$ cat src/rtl/seq_shift_unit.sv
`default_nettype none
// ============================================================================
// Module      : seq_shift_unit
// Description : Sequential log-shifter (SRL/SLL/SRA/ROR) with one stage per cycle,
//               valid/ready handshake and SLL overflow detection.
//               Optional rotate datapath enabled by macro SEQ_SHIFT_ROTATE_EN.
// Revision    : 1.0 - initial release
// ============================================================================
module seq_shift_unit #(
    parameter int WIDTH = 16,
    parameter int SHW   = $clog2(WIDTH)
) (
    input  logic             clk,
    input  logic             rst,
    input  logic             in_valid,
    output logic             in_ready,
    input  logic [WIDTH-1:0] a,
    input  logic [WIDTH-1:0] b,
    input  logic [1:0]       mode,
    output logic             out_valid,
    input  logic             out_ready,
    output logic [WIDTH-1:0] out,
    output logic             overflow
);

    localparam logic [1:0] c_idle  = 2'd0;
    localparam logic [1:0] c_shift = 2'd1;
    localparam logic [1:0] c_done  = 2'd2;

    localparam logic [1:0] c_srl = 2'b00;
    localparam logic [1:0] c_sll = 2'b01;
    localparam logic [1:0] c_sra = 2'b10;
    localparam logic [1:0] c_ror = 2'b11;

    localparam logic [SHW-1:0] c_last = SHW'(SHW - 1);

    logic [1:0]       r_state;
    logic [SHW-1:0]   r_stage;
    logic [SHW-1:0]   r_amt;
    logic [1:0]       r_mode;
    logic [WIDTH-1:0] r_work;
    logic [WIDTH-1:0] r_out;
    logic             r_ovf;
    logic             r_in_ready;
    logic             r_out_valid;

    logic [SHW:0]     w_sh;
    logic [WIDTH-1:0] w_srl;
    logic [WIDTH-1:0] w_sll;
    logic [WIDTH-1:0] w_sra;
    logic             w_lost;
    logic [WIDTH-1:0] w_next;
    logic [1:0]       w_mode_in;
    logic             w_sat;

    // Stage k moves the working value by 2^k positions
    assign w_sh   = (SHW + 1)'(1) << r_stage;
    assign w_srl  = r_work >> w_sh;
    assign w_sll  = r_work << w_sh;
    assign w_sra  = $signed(r_work) >>> w_sh;
    assign w_lost = |(r_work & ~({WIDTH{1'b1}} >> w_sh));
    assign w_sat  = |b[WIDTH-1:SHW];

`ifdef SEQ_SHIFT_ROTATE_EN
    localparam logic [SHW:0] c_width = (SHW + 1)'(WIDTH);
    logic [WIDTH-1:0] w_ror;
    assign w_ror     = (r_work >> w_sh) | (r_work << (c_width - w_sh));
    assign w_mode_in = mode;
`else
    assign w_mode_in = (mode == c_ror) ? c_srl : mode;
`endif

    always_comb begin
        w_next = r_work;
        if (r_amt[0]) begin
            case (r_mode)
                c_sll:   w_next = w_sll;
                c_sra:   w_next = w_sra;
`ifdef SEQ_SHIFT_ROTATE_EN
                c_ror:   w_next = w_ror;
`endif
                default: w_next = w_srl;
            endcase
        end
    end

    always_ff @(posedge clk or posedge rst) begin
        if (rst) begin
            r_state     <= c_idle;
            r_stage     <= '0;
            r_amt       <= '0;
            r_mode      <= c_srl;
            r_work      <= '0;
            r_out       <= '0;
            r_ovf       <= 1'b0;
            r_in_ready  <= 1'b1;
            r_out_valid <= 1'b0;
        end else begin
            case (r_state)
                c_idle: begin
                    if (in_valid) begin
                        r_state    <= c_shift;
                        r_stage    <= '0;
                        r_mode     <= w_mode_in;
                        r_in_ready <= 1'b0;
                        // Saturated non-rotate shifts resolve at capture; the stages then idle
                        if (w_sat && (w_mode_in != c_ror)) begin
                            r_amt  <= '0;
                            r_work <= (w_mode_in == c_sra) ? {WIDTH{a[WIDTH-1]}} : '0;
                            r_ovf  <= (w_mode_in == c_sll) && (|a);
                        end else begin
                            r_amt  <= b[SHW-1:0];
                            r_work <= a;
                            r_ovf  <= 1'b0;
                        end
                    end
                end
                c_shift: begin
                    r_work <= w_next;
                    r_amt  <= r_amt >> 1;
                    if ((r_mode == c_sll) && r_amt[0] && w_lost) begin
                        r_ovf <= 1'b1;
                    end
                    if (r_stage == c_last) begin
                        r_state     <= c_done;
                        r_out       <= w_next;
                        r_out_valid <= 1'b1;
                    end else begin
                        r_stage <= r_stage + 1'b1;
                    end
                end
                c_done: begin
                    if (out_ready) begin
                        r_state     <= c_idle;
                        r_out_valid <= 1'b0;
                        r_in_ready  <= 1'b1;
                    end
                end
                default: begin
                    r_state     <= c_idle;
                    r_out_valid <= 1'b0;
                    r_in_ready  <= 1'b1;
                end
            endcase
        end
    end

    assign in_ready  = r_in_ready;
    assign out_valid = r_out_valid;
    assign out       = r_out;
    assign overflow  = r_ovf;

endmodule
`default_nettype wire

$ cat config.mk
export PLATFORM = sky130hd
export DESIGN_NAME = seq_shift_unit
export DESIGN_NICKNAME = d
export VERILOG_FILES = /design/src/rtl/seq_shift_unit.sv
export SDC_FILE = /design/constraint.sdc
export NUM_CORES = 1
export LEC_CHECK = 0
export BUFFER_PORTS_ARGS = -buffer_cell sky130_fd_sc_hd__buf_2
export CAP_MARGIN = 20
export CORE_MARGIN = 1
export CORE_UTILIZATION = 60
export CTS_CLUSTER_DIAMETER = 120
export DETAILED_ROUTE_END_ITERATION = 7
export PLACE_DENSITY = 0.81
export SLEW_MARGIN = 10
export SYNTH_ARGS = -nofsm -noshare
export SYNTH_HDL_FRONTEND = slang
export SYNTH_SLANG_ARGS = --single-unit
export TNS_END_PERCENT = 20
$ cat constraint.sdc
create_clock -name clk -period 7.6 [get_ports clk]
set_input_delay 1.14 -clock clk [delete_from_list [all_inputs] [get_ports clk]]
set_output_delay 1.14 -clock clk [all_outputs]
set_load 0.01 [all_outputs]
### Yosys cells after proc, flatten, opt, wreduce, memory -nomap -nowiden

Index checks and enable logic that the tools add are counted.

* bits in writable memories: 0
* logic and storage cells: 77
* input port bits: 38
* ROM bits: 0
* memories kept: 0
* register bits: 47
* latch bits: 0

* divide/modulo/power cells: 0
* reduce and logical (&&, ||, !) cells: 17
* bitwise operators: 4
* multipliers: 0
* shift operators: 5
* equal/unequal tests: 14
* $lt $le $gt $ge: 0
* mux-type cells: 27
* add/sub/neg operators: 1

Operators with widths (count)
* $mux 16: 4
* $pmux 16 s2: 2
* $reduce_or 16->1: 2
* $and 16x16->16: 1
* $mux 4: 4
* $not 16->16: 1
* $pmux 4 s2: 2
* $shl 16x5->16: 1
* $shr 16x5->16: 1
* $shr 16x5->16 const A: 1
* $sshr 16x5->16: 1
* $reduce_and 3->1: 5
* $ne 2x2->1 const B: 6
* $reduce_or 12->1: 1
* $eq 2x2->1 const B: 4
* $mux 2: 4
* $mux 1: 7
* $eq 2x1->1 const B: 3
* $pmux 1 s3: 2
* $pmux 2 s3: 1
* $reduce_and 2->1: 3
* $shl 1x4->5 const A: 1
* $add 4x1->4 const B: 1
* $eq 4x2->1 const B: 1
* 5 further kinds: 9

### Logic depth before layout (Yosys ltp)

Gate-level depths: netlist of the first run.

* word-level depth: 8
* gate-level depth with buffers: 13

### Worst setup path before layout of the first run

No wires, ideal clock.

* path type: register to register
* start: reg r_stage[2]
* end: reg r_work[8]
* data required time: 7.504 ns
* setup time: 0.096 ns
* path slack: 4.451 ns
* arrival: 3.054 ns
* buffers on the path: 4
* stages on the path, launching flop included: 13
* cells stage by stage: dfrtp_1 buf_2 buf_2 clkbuf_1 inv_1 ha_1 or4b_2 buf_2 or2_2 nor3_1 a211o_1 o221ai_1 o31ai_1

* longest elaborated chain between the ends: 5

RTL lines
* start, declared: RTL line 38 `logic [SHW-1:0] r_stage;`
* start signal, assigned: RTL line 129 `r_stage <= r_stage + 1'b1;`
* $shl 1x4->5 *: RTL line 57 `assign w_sh = (SHW + 1)'(1) << r_stage;`
* $shr 16x5->16, or another cell as far along: RTL line 58 `assign w_srl = r_work >> w_sh;`
* $pmux 16 s2 *: RTL line 76 `case (r_mode)`
* $mux 16 *: RTL line 75 `if (r_amt[0]) begin`
* $pmux 16 s2 *: RTL line 99 `case (r_state)`
* end signal, assigned: RTL line 109 `r_work <= (w_mode_in == c_sra) ? {WIDTH{a[WIDTH-1]}} : '0;`
* end signal, assigned: RTL line 119 `r_work <= w_next;`
* end, declared: RTL line 41 `logic [WIDTH-1:0] r_work;`

Every way passes the cells marked *; elsewhere a longest branch is shown, timed or not.
A chain may end at the register's enable or synchronous reset.

### Worst setup path in the final report of the first run

* start: reg r_stage[0]
* end: reg r_out[1], in the netlist out[1]

* longest elaborated chain between the ends: 4

RTL lines
* $shl 1x4->5: RTL line 57
* $shr 16x5->16, or another cell as far along: RTL line 58
* $pmux 16 s2: RTL line 76
* $mux 16: RTL line 75
* end signal, assigned: RTL line 126 `r_out <= w_next;`
* end, declared: RTL line 42 `logic [WIDTH-1:0] r_out;`

Several ways; a longest one is shown, not always the timed one.

==> metrics.md, run 1 <==
| Metric | Value |
|---|---|
| Final slew viol count | `0` |
| Fin crit share | `47.2%` |
| Root Buffer | `clkbuf_8` |
| Chip height | `94.9 um` |
| Critical path fanouts, max | `19` |
| Post-CTS setup repair buffer count | `0` |
| CTS tree | `done` |
| Setup violators final | `0` |
| Overflow after GRT | `0` |
| F_max | `279 MHz` |
| Post-Route WL | `22500 um` |
| Initial antenna violation count | `0` |
| XOR/XNOR share of the synthesized area | `0.169%` |
| Adder-Cell Fraction of Synth Area | `1.69%` |
| # IOs | `57` |
| YS warnings | `0` |
| Crit path setup slack, layout | `4010 ps` |
| Largest family of logic cells by synthesized area | `compound AO/OA/AOI/OAI gates` |
| Total GRT Usage | `50.8%` |
| Relative slew margins | `35.0%` |
| CP required | `7840 ps` |
| Clock Pin Slew Worst Setup and Hold Paths | `100 ps` |
| Die Area | `9000 sq um` |
| WL met3 | `3700 um` |
| Critical Path Sink Type | `flip-flop` |
| Pre-antenna DRT Iters | `8` |
| First-pass GRT wire length | `33800 um` |
| Skew-Pair Late Insertion Delay | `320 ps` |
| Nets | `767` |
| Max-Cap Viols | `0` |
| Worst Tran Pin Value | `972 ps` |
| Simple-gate portion of the synthesized area | `29.7%` |
| # resized after CTS | `0` |
| RD Place Congestion | `1.17` |
| RSZ-0062 raised after global routing | `no` |
| Routed vias | `6625` |
| ANT nets after route | `0` |
| Standard-cell rows | `33` |
| Avg WL per Cell | `27.2 um` |
| Async SR Flop Fraction | `100%` |
| Worst Hold Class | `flip-flop to flip-flop` |
| Final core utilization | `66.7%` |
| HPWL after detailed placement | `15600 um` |
| Status | `finished clean` |
| Mapped Cells | `718` |
| Clock H-tree levels | `2` |
| Synth unique cells | `73` |
| CP Class | `flip-flop to flip-flop` |
| Synth Area in Compound Gates | `35.4%` |
| # hold bufs at CTS | `0` |
| Final Hold Fails | `0` |
| Horiz. Die Dim | `94.9 um` |
| Setup TNS Final | `0 ps` |
| Fraction of layout cells with a size suffix above 1 | `16.5%` |
| Starting density of the core | `62.3%` |
| Via/cell ratio | `8.00` |
| Crit path launch type | `flip-flop` |
| Most frequent cells in the layout | `nand2_1, a21oi_1, buf_2, nor2_1, dfrtp_1` |
| Commonest non-fill, non-tap cell in the layout | `nand2_1` |
| DR iter-0 viols | `1442` |
| Period minus WS final | `3590 ps` |
| Post-Syn Area per Cell | `7.21 sq um` |
| Met1 wire length | `8020 um` |
| Post-synth EDFFs | `0` |
| Vias in the first global route | `5920` |
| Sequential-to-total area share from yosys stat | `22.8%` |
| Pre-CTS WS | `4210 ps` |
| Flops & latches, synth | `47` |
| Mux share of post-synthesis cell area | `3.14%` |
| # DRC | `0` |
| Core area | `8300 sq um` |
| Clock Path Buffers | `2` |
| Area delta synth->final | `6.94%` |
| Synth Flop Type | `dfrtp_1` |
| Antenna Cells | `0` |
| DR WL met2 | `9160 um` |
| Total CTS buffers | `5` |
| Pin count of the biggest net entering global routing | `54` |
| Top routing layer in use | `met4` |
| PortBufs | `56` |
| Net count after synthesis | `763` |
| CTS sink cnt | `47` |
| Mapped cell area | `5170 sq um` |
| Critical Path AT | `3830 ps` |
| Clock Skew | `6.60 ps` |
## path summary, 6_finish.rpt
check	from	endpoint	slack, ps	cells past startpoint
worst max-delay path	r_stage[0]	out[1]	4010	8
worst min-delay path	out[15]	out[15]	490	2
worst max register to register	r_stage[0]	out[1]	4010	8
worst min register to register	out[15]	out[15]	490	2
max in group asynchronous	rst	in_ready	6250	3
min in group asynchronous	rst	out[11]	790	2
## Yosys cell counts (all sizes together), types with 17 or more instances
cell,n,area (sq um)
nand3,24,120
a211oi,23,183
buf,25,128
a21oi,64,320
dfrtp,46,1150
a31oi,18,113
nor2,53,199
nor3,19,95.1
o21ai,45,225
nor4,17,106
nand2,73,274
clkbuf,50,188
## per-layer routing
metal	global-route usage (%)	up-vias
li1	-	2741
met1	64.5	2971
met2	74.8	712
met3	18.4	201
met4	26.8	0
met5	0	-
## cell families (layout without fill, tap and decap cells)
family                     Yosys count  after routing
and+or+nand+nor                    288            288
AOI/OAI and AO/OA                  270            270
buffers and inverters               90             95
DFF                                 47             47
muxes                               15             15
adders and majority gates            7              7
xor gates and xnor gates             1              1
## critical path, cell delays in order, from the launching register on
cell      delay (ps)
dfrtp_1          440
inv_1            100
ha_1             430
or3b_1           780
o221ai_1         250
o32a_1           280
a311oi_1         700
o311ai_0         270
a31oi_1          260
## sequential cells by signal (all words and copies together), names as in the netlist
signal / flops
out_valid: 1
out: 16
r_state: 2
r_stage: 4
in_ready: 1
r_work: 16
r_amt: 4
overflow: 1
r_mode: 2
## layout make-up
class                           count  area (sq um)
Multi-Input combinational cell    581          3640
Fill cell                         740          2770
Timing Repair Buffer               72           410
Tap cell                          105           131
Sequential cell                    47          1180
Clock buffer                        6          82.6
Inverter                           15          56.3
Clock inverter                      2          38.8
## per-stage QoR
step | instances | hold slack (ps) | cell area (sq um)
floorplan | 718 | 467 | 5170
global placement | 818 | 458 | 5380
detailed placement | 818 | 466 | 5380
CTS | 826 | 491 | 5500
global route | 828 | 521 | 5530
finish | 828 | 488 | 5530
Power of run 1 is left out: the tool's default activity adds up to more than one toggle a clock period on the data nets, which glitch-free logic cannot reach.
==> run 2: changes to the inputs <==
CORE_UTILIZATION = 55   (was 60)
PLACE_DENSITY = 0.79   (was 0.81)
clock period = 3.11 ns   (was 7.6 ns; I/O delays follow)
==> run 2 against run 1 <==
Net effect: the flow now finishes with violations (design-rule violations); hold slack got worse by 340 ps; first-iteration DRC count down 18%; clock skew increased by 5.2 ps; critical path depth rose by 1; clock-buffer cell count down 1; global-route usage down 1.1 points; fmax up 20%; die area grew 8.9%; routed wire length rose by 6.4%; via count is 1.3% higher; setup slack lost 3900 ps; final cell count grew 6.8%; critical path type unchanged; critical endpoint is now r_work[2].
==> metrics.md, run 2 (same netlist as run 1, synthesis figures left out) <==
| Metric | Value |
|---|---|
| # IOs | `57 (unchanged)` |
| HPWL after detailed placement | `17600 um (was 15600 um)` |
| ANT nets after route | `0 (unchanged)` |
| Most frequent cells in the layout | `nand2_1, a21oi_1, buf_4, buf_2, nor2_1 (was nand2_1, a21oi_1, buf_2, nor2_1, dfrtp_1)` |
| Commonest non-fill, non-tap cell in the layout | `nand2_1 (unchanged)` |
| Antenna Cells | `0 (unchanged)` |
| Max-Cap Viols | `0 (unchanged)` |
| Critical Path AT | `3200 ps (was 3830 ps)` |
| CTS tree | `done (unchanged)` |
| Skew-Pair Late Insertion Delay | `320 ps (about the same)` |
| Clock Path Buffers | `2 (unchanged)` |
| RSZ-0062 raised after global routing | `yes (was no)` |
| RD Place Congestion | `1.21 (was 1.17)` |
| Core area | `9200 sq um (was 8300 sq um)` |
| Horiz. Die Dim | `99.0 um (was 94.9 um)` |
| Pin count of the biggest net entering global routing | `48 (was 54)` |
| Die Area | `9800 sq um (was 9000 sq um)` |
| CP required | `3310 ps (was 7840 ps)` |
| Chip height | `99.0 um (was 94.9 um)` |
| Critical Path Sink Type | `flip-flop (unchanged)` |
| Initial antenna violation count | `0 (unchanged)` |
| Max IR drop VDD | `0.731 mV` |
| Clock Pin Slew Worst Setup and Hold Paths | `110 ps (was 100 ps)` |
| Pre-CTS WS | `225 ps (was 4210 ps)` |
| R2R Setup Slk | `120 ps (was 4010 ps)` |
| Clock Skew | `11.7 ps (was 6.60 ps)` |
| Clock H-tree levels | `2 (unchanged)` |
| Routed vias | `6713 (was 6625)` |
| Via/cell ratio | `7.59 (was 8.00)` |
| Leak | `2.47 nW` |
| Critical path fanouts, max | `6 (was 19)` |
| Final slew viol count | `0 (unchanged)` |
| Starting density of the core | `56.3% (was 62.3%)` |
| Crit path setup slack, layout | `119 ps (was 4010 ps)` |
| F_max | `334 MHz (was 279 MHz)` |
| Final Hold Fails | `0 (unchanged)` |
| Worst Hold Class | `input port to async pin (was flip-flop to flip-flop)` |
| Power per cell area | `1460 nW/um^2` |
| Post-Route WL | `24000 um (was 22500 um)` |
| Period minus WS final | `2990 ps (was 3590 ps)` |
| Overflow after GRT | `0 (unchanged)` |
| Crit path launch type | `flip-flop (unchanged)` |
| PortBufs | `56 (unchanged)` |
| Avg WL per Cell | `27.1 um (was 27.2 um)` |
| R2R depth | `9 (was 8)` |
| Pre-antenna DRT Iters | `8 (unchanged)` |
| Area delta synth->final | `15.0% (was 6.94%)` |
| Nets | `817 (was 767)` |
| Worst Tran Pin Value | `792 ps (was 972 ps)` |
| First-pass GRT wire length | `36500 um (was 33800 um)` |
| Total CTS buffers | `5 (unchanged)` |
| Fraction of layout cells with a size suffix above 1 | `22.0% (was 16.5%)` |
| # DRC | `44 (was 0)` |
| CTS sink cnt | `47 (unchanged)` |
| Relative slew margins | `46.8% (was 35.0%)` |
| CP Class | `flip-flop to flip-flop (unchanged)` |
| Final core utilization | `64.7% (was 66.7%)` |
| Violated checks | `design-rule violations` |
| Standard-cell rows | `35 (was 33)` |
| DR iter-0 viols | `1177 (was 1442)` |
| Total GRT Usage | `49.7% (was 50.8%)` |
| Root Buffer | `clkbuf_8 (unchanged)` |
| Fin crit share | `96.2% (was 47.2%)` |
| Setup violators final | `0 (unchanged)` |
| Status | `complete, but fails checks (was finished clean)` |
| Hold WS | `148 ps (was 488 ps)` |
| Final Power | `8.69 mW` |
| Vias in the first global route | `6347 (was 5920)` |
-- run 2: changes by cell type in the layout (fill, tap and decap cells not counted), sizes merged --
| cell | change |
|---|---|
| clkbuf | -1 |
| clkinv | +2 |
| buf | +50 |
| inv | -1 |
-- run 2: final cells by class --
| class | count | area [sq um] |
|---|---|---|
| Clock inverter | 3 | 43.8 |
| Tap cell | 111 | 139 |
| Timing Repair Buffer | 122 | 826 |
| Fill cell | 826 | 3240 |
| Clock buffer | 5 | 68.8 |
| Sequential cell | 47 | 1180 |
| Inverter | 15 | 56.3 |
| Multi-Input combinational cell | 581 | 3640 |
-- run 2: repair_timing --
item / in CTS / in global routing
hold buffers: 0 / 0
gates resized for setup: 0 / 3
setup endpoints to repair: 0 / 5
buffers inserted: 0 / 0
-- run 2: path summary, 6_finish.rpt --
kind / startpoint / to
max in group asynchronous: rst / in_ready
min: rst / out[7]
max reg2reg: r_stage[0] / r_work[2]
max: r_stage[0] / r_work[2]
min reg2reg: out[5] / out[5]
min in group clk: out_ready / r_state[1]
-- run 2: power breakdown --
part,internal (mW),leakage [nW],total (mW),switching (mW)
clock,0.240,0.0581,0.489,0.249
combinational,2.51,1.82,6.80,4.28
sequential,0.903,0.584,1.40,0.501
total,3.65,2.47,8.69,5.03
-- run 2: worst max-delay path, cell delays in order (launching register included) --
cell     delay (ps)
dfrtp_1         460
inv_1           110
ha_1            240
nor3b_1         460
buf_4           240
mux2_2          390
and3_1          210
or3_1           380
a41oi_1         270
o22ai_1         110
-- run 2: metal layers --
metal | vias up | routed length, um | global-route usage (%)
met2 | 650 | 9780 | 72.8
met1 | 3030 | 8640 | 62.8
met4 | 0 | 1890 | 31.5
met3 | 187 | 3670 | 16.4
met5 | - | 0 | 0
li1 | 2846 | - | -
-- run 2: stage by stage --
step,std cells,area [sq um],setup TNS (ps)
after floorplan,718,5170,0
after global placement,875,5810,0
after detailed placement,875,5810,0
after CTS,883,5920,0
after global routing,884,5950,-16.3
final,884,5950,0
(Power assumes the default switching activity.)
